## src/rtl/decode_stage.sv

```systemverilog
// RV32 instruction-decode stage: combinational decode of the incoming word, captured
// into a two-entry (main + skid) output buffer with valid/ready handshake and flush.
module decode_stage #(
  parameter int XLEN         = 32,
  parameter bit SUPPRESS_RD0 = 1'b1,
  parameter bit EN_SYSTEM    = 1'b1
) (
  input  logic            clk,
  input  logic            rst_n,
  input  logic            flush,
  input  logic            in_valid,
  output logic            in_ready,
  input  logic [31:0]     in_instr,
  input  logic [XLEN-1:0] in_pc,
  output logic            out_valid,
  input  logic            out_ready,
  output logic [14:0]     out_ctrl,
  output logic [XLEN-1:0] out_imm,
  output logic [4:0]      out_rs1,
  output logic [4:0]      out_rs2,
  output logic [4:0]      out_rd,
  output logic [2:0]      out_funct3,
  output logic            out_funct7b5,
  output logic [XLEN-1:0] out_pc,
  output logic            out_illegal,
  output logic            out_fence,
  output logic            out_system
);

  typedef struct packed {
    logic [14:0]     ctrl;
    logic [XLEN-1:0] imm;
    logic [4:0]      rs1;
    logic [4:0]      rs2;
    logic [4:0]      rd;
    logic [2:0]      funct3;
    logic            funct7b5;
    logic [XLEN-1:0] pc;
    logic            illegal;
    logic            fence;
    logic            system;
  } entry_t;

  entry_t      dec_s;
  entry_t      main_r;
  entry_t      skid_r;
  logic        main_valid_r;
  logic        skid_valid_r;
  logic [14:0] ctrl_s;
  logic [31:0] imm32_s;
  logic        illegal_s;
  logic        fence_s;
  logic        system_s;
  logic        accept_s;
  logic        drain_s;

  // Opcode to control bundle, immediate formatting and entry assembly.
  always_comb begin
    ctrl_s    = 15'b0;
    illegal_s = 1'b0;
    fence_s   = 1'b0;
    system_s  = 1'b0;
    imm32_s   = 32'b0;
    case (in_instr[6:0])
      7'b0000011: ctrl_s = 15'b1_000_0_0_1_1_0_01_0_0_00;
      7'b0010011: ctrl_s = 15'b1_000_0_0_1_0_0_00_0_0_10;
      7'b0010111: ctrl_s = 15'b1_100_0_1_1_0_0_00_0_0_00;
      7'b0100011: ctrl_s = 15'b0_001_0_0_1_1_1_00_0_0_00;
      7'b0110011: ctrl_s = 15'b1_000_0_0_0_0_0_00_0_0_10;
      7'b0110111: ctrl_s = 15'b1_100_0_0_0_0_0_11_0_0_00;
      7'b1100011: ctrl_s = 15'b0_010_0_0_0_0_0_00_1_0_01;
      7'b1100111: ctrl_s = 15'b1_000_1_0_1_0_0_10_0_1_00;
      7'b1101111: ctrl_s = 15'b1_011_0_0_0_0_0_10_0_1_00;
      7'b0001111: begin
        if (EN_SYSTEM) fence_s = 1'b1;
        else           illegal_s = 1'b1;
      end
      7'b1110011: begin
        if (EN_SYSTEM) system_s = 1'b1;
        else           illegal_s = 1'b1;
      end
      default: illegal_s = 1'b1;
    endcase
    ctrl_s[14] = ctrl_s[14] & ~(SUPPRESS_RD0 & (in_instr[11:7] == 5'd0));
    case (ctrl_s[13:11])
      3'b000:  imm32_s = {{20{in_instr[31]}}, in_instr[31:20]};
      3'b001:  imm32_s = {{20{in_instr[31]}}, in_instr[31:25], in_instr[11:7]};
      3'b010:  imm32_s = {{19{in_instr[31]}}, in_instr[31], in_instr[7],
                          in_instr[30:25], in_instr[11:8], 1'b0};
      3'b011:  imm32_s = {{11{in_instr[31]}}, in_instr[31], in_instr[19:12],
                          in_instr[20], in_instr[30:21], 1'b0};
      3'b100:  imm32_s = {in_instr[31:12], 12'b0};
      default: imm32_s = 32'b0;
    endcase
    dec_s.ctrl     = ctrl_s;
    dec_s.imm      = XLEN'($signed(imm32_s));
    dec_s.rs1      = in_instr[19:15];
    dec_s.rs2      = in_instr[24:20];
    dec_s.rd       = in_instr[11:7];
    dec_s.funct3   = in_instr[14:12];
    dec_s.funct7b5 = in_instr[30];
    dec_s.pc       = in_pc;
    dec_s.illegal  = illegal_s;
    dec_s.fence    = fence_s;
    dec_s.system   = system_s;
  end

  assign in_ready = ~skid_valid_r;
  assign accept_s = in_valid & ~skid_valid_r;
  assign drain_s  = main_valid_r & out_ready;

  // Main/skid buffer: skid refills main on drain, new entries go to skid while main is held.
  always_ff @(posedge clk or negedge rst_n) begin
    if (!rst_n) begin
      main_r       <= '0;
      skid_r       <= '0;
      main_valid_r <= 1'b0;
      skid_valid_r <= 1'b0;
    end else if (flush) begin
      main_valid_r <= 1'b0;
      skid_valid_r <= 1'b0;
    end else if (!main_valid_r || drain_s) begin
      if (skid_valid_r) begin
        main_r       <= skid_r;
        main_valid_r <= 1'b1;
        skid_valid_r <= 1'b0;
      end else if (accept_s) begin
        main_r       <= dec_s;
        main_valid_r <= 1'b1;
      end else begin
        main_valid_r <= 1'b0;
      end
    end else if (accept_s) begin
      skid_r       <= dec_s;
      skid_valid_r <= 1'b1;
    end
  end

  assign out_valid    = main_valid_r;
  assign out_ctrl     = main_r.ctrl;
  assign out_imm      = main_r.imm;
  assign out_rs1      = main_r.rs1;
  assign out_rs2      = main_r.rs2;
  assign out_rd       = main_r.rd;
  assign out_funct3   = main_r.funct3;
  assign out_funct7b5 = main_r.funct7b5;
  assign out_pc       = main_r.pc;
  assign out_illegal  = main_r.illegal;
  assign out_fence    = main_r.fence;
  assign out_system   = main_r.system;

endmodule

```

## config.mk

```make
export PLATFORM = sky130hd
export DESIGN_NAME = decode_stage
export DESIGN_NICKNAME = d
export VERILOG_FILES = /design/src/rtl/decode_stage.sv
export SDC_FILE = /design/constraint.sdc
export NUM_CORES = 1
export LEC_CHECK = 0
export BUFFER_PORTS_ARGS = -buffer_cell sky130_fd_sc_hd__clkbuf_2
export CORE_UTILIZATION = 55
export CTS_CLUSTER_DIAMETER = 40
export CTS_CLUSTER_SIZE = 8
export DETAILED_ROUTE_END_ITERATION = 8
export PLACE_DENSITY = 0.75
export SLEW_MARGIN = 20
export SYNTH_ARGS = -nofsm -noshare
export SYNTH_HDL_FRONTEND = slang
export SYNTH_SLANG_ARGS = --single-unit
```

## constraint.sdc

```tcl
create_clock -name clk -period 2 [get_ports clk]
set_clock_uncertainty 0.2 [all_clocks]
set_input_delay 0.1 -clock clk [delete_from_list [all_inputs] [get_ports clk]]
set_output_delay 0.1 -clock clk [all_outputs]
set_load 0.01 [all_outputs]
```

=== After elaboration in Yosys (flattened, before gate mapping) ===
Cells that the tools add are included.

* Register bits after elaboration: 204
* Input bits: 69
* Output and inout port bits: 103
* Logic and storage cells: 70

* Equality and inequality tests: 15
* Mux-type cells: 14
* Bitwise gates (word level): 7
* Reduce and logical (&&, ||, !) cells: 10

{| class="wikitable"
|+ Operators with widths
! kind !! count
|-
| $mux W101 || 2
|-
| $pmux W32 S5 || 1
|-
| $pmux W15 S9 || 1
|-
| $eq A7 B7 Y1 const B || 4
|-
| $eq A7 B6 Y1 const B || 3
|-
| $eq A7 B5 Y1 const B || 2
|-
| $reduce_or A11 Y1 || 1
|-
| $mux W1 || 10
|-
| $eq A7 B2 Y1 const B || 1
|-
| $eq A7 B4 Y1 const B || 1
|-
| $eq A3 B2 Y1 const B || 2
|-
| $reduce_and A3 Y1 || 2
|-
| $logic_not A5 Y1 || 1
|-
| $not A1 Y1 || 4
|-
| $reduce_bool A2 Y1 || 2
|-
| $and A1 B1 Y1 || 3
|-
| $eq A3 B1 Y1 const B || 1
|-
| $eq A3 B3 Y1 const B || 1
|-
| $logic_not A3 Y1 || 1
|-
| $reduce_bool A3 Y1 || 1
|-
| $logic_not A1 Y1 || 1
|-
| $logic_or A1 B1 Y1 || 1
|}

=== Longest topological paths before layout ===
* Word-level depth: 6
* Depth in mapped cells: 8
* Gate-level depth less buffers: 5

=== Least setup slack after synthesis ===
No wires, ideal clock.

* Path kind: reg2reg
* Start point: register main_valid_r (netlist: out_valid)
* End point: register main_r, in the netlist out_ctrl[4]
* Library setup time: 120 ps
* Arrival time: 1443 ps
* Data required time: 1680 ps
* Setup slack: 236 ps
* Cell stages (with the launch flop): 8
* Path buffers: 3
* Cell sequence: dfrtp_1 > nor2b_1 > or3_1 > buf_2 > buf_6 > buf_2 > nand2_1 > o21ai_2

* Longest elaborated chain between the ends: 3

{| class="wikitable"
|+ Ends and longest elaborated chain
! item !! RTL line !! RTL
|-
| start: declaration || 47 || <nowiki>logic main_valid_r;</nowiki>
|-
| start signal: assignment || 117 || <nowiki>main_valid_r <= 1'b0;</nowiki>
|-
| start signal: assignment || 120 || <nowiki>main_valid_r <= 1'b0;</nowiki>
|-
| start signal: assignment || 125 || <nowiki>main_valid_r <= 1'b1;</nowiki>
|-
| $and A1 B1 Y1 or $logic_not A1 Y1 (tied branches) || 110, 122 ||
|-
| $logic_or A1 B1 Y1 * || 122 || <nowiki>end else if (!main_valid_r || drain_s) begin</nowiki>
|-
| $reduce_and A3 Y1 (no source line) * || n/a ||
|-
| end signal: assignment || 124 || <nowiki>main_r <= skid_r;</nowiki>
|-
| end signal: assignment || 128 || <nowiki>main_r <= dec_s;</nowiki>
|-
| end: declaration || 45 || <nowiki>entry_t main_r;</nowiki>
|}

Every way passes the cells marked *; elsewhere a longest branch is shown, timed or not.
A chain may end at the register's enable or synchronous reset.

=== Worst setup path after layout ===
* Start point: register main_valid_r (netlist: out_valid)
* End point: register main_r, in the netlist out_imm[18]

The elaborated chain is that of the path after synthesis.

==> qor_table.md <==
| Item | This run | Unit |
|---|---|---|
| Outcome | finished, violations left | - |
| Violated checks | negative hold slack | - |
| Longest individual stage delay on the worst path | 0.47 | ns |
| Maximum frequency from static timing analysis | 519.1 | MHz |
| Register area share after synthesis | 56.63 | % |
| TritonCTS clock tree | yes | - |
| Worst endpoint required time | 2.16 | ns |
| Effective utilization at floorplan | 56.19 | % |
| Final Hold Fails | 5 | - |
| Synthesis-stage register bit count | 202 | - |
| Adder-cell share of the synthesized area | 0 | % |
| Share of total power in the clock network | 43.5 | % |
| Share of total power in sequential cells | 42.0 | % |
| Syn_area_per_cell | 10.66 | µm² |
| Period Utilization, post-route | 96.32 | % |
| Combinational family with the most area after synthesis | compound AO/OA/AOI/OAI gates | - |
| GR Util All Layers | 29.05 | % |
| Die H | 129.4 | µm |
| Wire per inst | 18.14 | µm |
| Number of remaining DRC errors | 0 | - |
| Floorplan die area | 16740 | µm² |
| Clock network latency to the later pin of the worst-skew pair | 0.49 | ns |
| Placeable core region | 15890 | µm² |
| Routability Congestion | 0.8813 | - |
| Aggregate routed wire length | 23.90 | mm |
| Length of the first detailed-routing pass in iterations | 5 | - |
| Port-buffer cells | 171 | - |
| Final Max Tran Viols | 0 | - |
| RR Startpoint | out_valid | - |
| Fraction of registers with async set or reset after synthesis | 100.0 | % |
| Cell Chain, Critical Path | nor2b_2, or3_4, buf_12, a21oi_1, o21ai_1 | - |
| Number of top-level pins | 172 | - |
| Combinational Power Share | 14.5 | % |
| Tightest Hold Check Type | in2async | - |
| Buffer levels on the longest clock path | 3 | - |
| Peak supply drop | 0.0007033 | V |
| Clock net sink count | 202 | - |
| Root Buffer Master | sky130_fd_sc_hd__clkbuf_16 | - |
| Number of antenna violations at the first check in global routing | 0 | - |
| X dimension of the die | 129.4 | µm |
| Post-synthesis cell type count | 51 | - |
| Post-synth top area share | 56.63 | % |
| Net switching component of the power | 3.198 | mW |
| Launching element of the worst setup path | out_valid | - |
| Vias in the first global route | 7310 | - |
| Power density over the cells | 1035 | nW/µm² |
| Share of cells above drive strength 1 | 24.43 | % |
| Total placed instance area | 10100 | µm² |
| Iteration-0 DRC count of the detailed router | 558 | - |
| Maximum number of pins on one net before global-route repair | 63 | - |
| Setup Viol. Count Final | 0 | - |
| Library cell with the largest summed area after synthesis | sky130_fd_sc_hd__dfrtp_1 | - |
| Critical setup path kind | reg2reg | - |
| Tmin final | 1.926 | ns |
| Synthesized-area fraction occupied by ao, oa, aoi and oai cells | 15.50 | % |
| Instance count of the mapped netlist | 837 | - |
| Post-synth design cell area | 8926 | µm² |
| Cell-internal power | 9.215 | mW |
| Area growth from synthesis to final layout | 34.40 | % |
| Portion of netlist area occupied by mux cells | 12.76 | % |
| Arrival time of the worst setup path | 2.09 | ns |
| Xor and xnor fraction of the mapped netlist area | 0 | % |
| Number of antenna repair diodes | 0 | - |
| Largest cells by area after synthesis | sky130_fd_sc_hd__dfrtp_1 (57%), sky130_fd_sc_hd__o21ai_1 (7.4%), sky130_fd_sc_hd__mux2_1 (6.7%), sky130_fd_sc_hd__nand2_1 (6.0%), sky130_fd_sc_hd__mux2i_1 (5.9%) | - |
| H-tree Lvls | 2 | - |
| Buffers plus inverters on the worst setup path | 1 | - |
| Leakage power summed over all cells | 5.598 | nW |
| Max-cap violations | 0 | - |
| Master of the slowest instance on the critical path | sky130_fd_sc_hd__or3_4 | - |
| Cell area after layout | 12000 | µm² |
| FP Rows | 46 | - |
| Yosys Warn Count | 0 | - |
| Startpoint type of the worst setup path | flip-flop | - |
| Remaining global-route overflow | 0 | - |
| Cts bufs inserted | 34 | - |
| Worst-path clk slew | 0.05 | ns |
| Post-DP HPWL | 13.87 | mm |
| Net switching share of the total power | 25.76 | % |
| Post-layout net count | 1151 | - |
| Vias/cell | 5.663 | - |
| Synth Area in Simple Gates | 11.09 | % |
| Setup repair after global routing missed its margin | no | - |
| Main flop type after synthesis | sky130_fd_sc_hd__dfrtp_1 | - |
| Number of synthesized flops with an enable pin | 0 | - |
| Global-route wire length before repair | 37.40 | mm |
| Summed negative setup slack over all endpoints | 0 | ns |
| Headroom to the max-slew limit | 61.97 | % |
| Category of the worst setup path capture point | flip-flop | - |
| Post-Synthesis Net Count | 906 | - |
| Peak fanout along the critical path | 38 | - |
| Worst Hold Margin | -0.003955 | ns |
| Slew of the pin with the lowest slew margin | 0.5691 | ns |
| Via count | 7458 | - |
| Post-DRT Antenna Nets | 0 | - |
| Cell family with the largest share of critical-path delay | simple AND/OR/NAND/NOR gates | - |
final timing paths:
check	endpoint	slack, ns	depth (start not counted)
worst max register to register	out_imm[18]	0.07	5
min in group clk	skid_r[32]	0.18	3
worst max-delay path	out_imm[18]	0.07	5
max in group asynchronous	out_imm[7]	0.96	3
worst min-delay path	out_rs2[2]	-0.004	2
worst min register to register	skid_r[68]	0.27	2
power groups by stage:
stage / clock, mW / combinational (mW) / sequential, mW
finish: 5.40 / 1.80 / 5.21
global route: 5.70 / 2.00 / 5.29
CTS: 5.47 / 1.78 / 5.20
detailed placement: 0 / 1.65 / 5.25
global placement: 0 / 1.59 / 5.22
floorplan: 0 / 0.800 / 5.30
state kept, by name, indices dropped and copies added (netlist names):
register      flops
out_fence         1
out_funct3        3
out_rs2           5
out_rd            5
out_illegal       1
out_system        1
out_imm          32
out_ctrl         14
skid_r          100
out_funct7b5      1
out_pc           32
out_rs1           5
skid_valid_r      1
out_valid         1
cells by family (layout without fill, tap and decap cells):
kind of cell | Yosys count | count (layout)
AO/OA/AOI/OAI | 246 | 246
buffers and inverters | 71 | 335
flip-flops | 202 | 202
multiplexers | 107 | 107
AND/OR/NAND/NOR | 211 | 211
area by class of cell:
class / instances / area (µm²)
repair buffers: 276 / 2038
multi-input cells: 564 / 3546
flip-flops and latches: 202 / 5059
clock buffers: 53 / 1056
clock inverters: 2 / 12.51
inverters: 4 / 15.01
fillers: 1097 / 3889
well taps: 216 / 270.3
layout by cell type (no fill, tap or decap), types with 3 or more instances in the layout:
| cell type | instances |
|---|---|
| sky130_fd_sc_hd__nor3_1 | 5 |
| sky130_fd_sc_hd__and3_1 | 16 |
| sky130_fd_sc_hd__clkbuf_8 | 8 |
| sky130_fd_sc_hd__mux2_1 | 53 |
| sky130_fd_sc_hd__o21a_1 | 9 |
| sky130_fd_sc_hd__clkbuf_2 | 170 |
| sky130_fd_sc_hd__buf_12 | 9 |
| sky130_fd_sc_hd__clkbuf_16 | 38 |
| sky130_fd_sc_hd__inv_1 | 3 |
| sky130_fd_sc_hd__a21oi_1 | 47 |
| sky130_fd_sc_hd__o21ai_0 | 16 |
| sky130_fd_sc_hd__mux2i_1 | 53 |
| sky130_fd_sc_hd__clkbuf_1 | 9 |
| sky130_fd_sc_hd__dlygate4sd3_1 | 71 |
| sky130_fd_sc_hd__buf_4 | 19 |
| sky130_fd_sc_hd__a211oi_1 | 14 |
| sky130_fd_sc_hd__nand2_1 | 142 |
| sky130_fd_sc_hd__nand2b_1 | 4 |
| sky130_fd_sc_hd__a22oi_1 | 5 |
| sky130_fd_sc_hd__dfrtp_1 | 201 |
| sky130_fd_sc_hd__nand3_1 | 4 |
| sky130_fd_sc_hd__o211ai_1 | 8 |
| sky130_fd_sc_hd__nor2_1 | 15 |
| sky130_fd_sc_hd__o21ai_1 | 132 |
| sky130_fd_sc_hd__nand4_1 | 3 |
cell usage after synthesis, drive strengths merged, types with 2 or more instances:
| cell type | instances |
|---|---|
| a21oi | 47 |
| nand4 | 3 |
| nor2b | 2 |
| a211oi | 14 |
| o21a | 9 |
| dfrtp | 202 |
| nand2 | 142 |
| and3 | 16 |
| o21ai | 149 |
| a2111oi | 2 |
| a21o | 2 |
| o211ai | 8 |
| a22oi | 5 |
| nand3 | 5 |
| or3 | 2 |
| o31ai | 2 |
| nor2 | 19 |
| nand2b | 5 |
| nor3 | 6 |
| mux2i | 53 |
| clkbuf | 18 |
| inv | 4 |
| nand4b | 2 |
| buf | 49 |
| mux2 | 54 |
per-layer routing:
layer | global-route usage (%) | vias to the layer above | share of wire [%]
met2 | 47.03 | 295 | 48
met4 | 11.21 | 0 | 2.9
met1 | 37.73 | 3640 | 42
met3 | 7.349 | 57 | 7.5
met5 | 0 | - | 0
li1 | - | 3466 | -
stage by stage:
step	util (%)	cells	power [mW]	hold slack, ns	worst slack [ns]
6_report	75.52	1317	12.41	-0.003955	0.07360
5_1_grt	75.52	1317	12.98	0.03313	0.01119
4_1_cts	75.25	1314	12.45	0.01112	0.05428
3_5_place_dp	63.57	1186	6.895	-0.06894	0.1443
3_3_place_gp	63.57	1186	6.809	-0.06818	0.1785
2_1_floorplan	-	837	6.100	-0.3956	0.2364
what timing repair did:
action / in CTS / in global routing
hold buffers: 71 / 0
endpoints found under the hold margin: 384 / 0
setup endpoints to repair: 1 / 17
gates resized for setup: 3 / 4
pin swaps: 0 / 2
cloned: 2 / 1
buffers inserted: 0 / 2
Power figures use the tool's default switching activity.
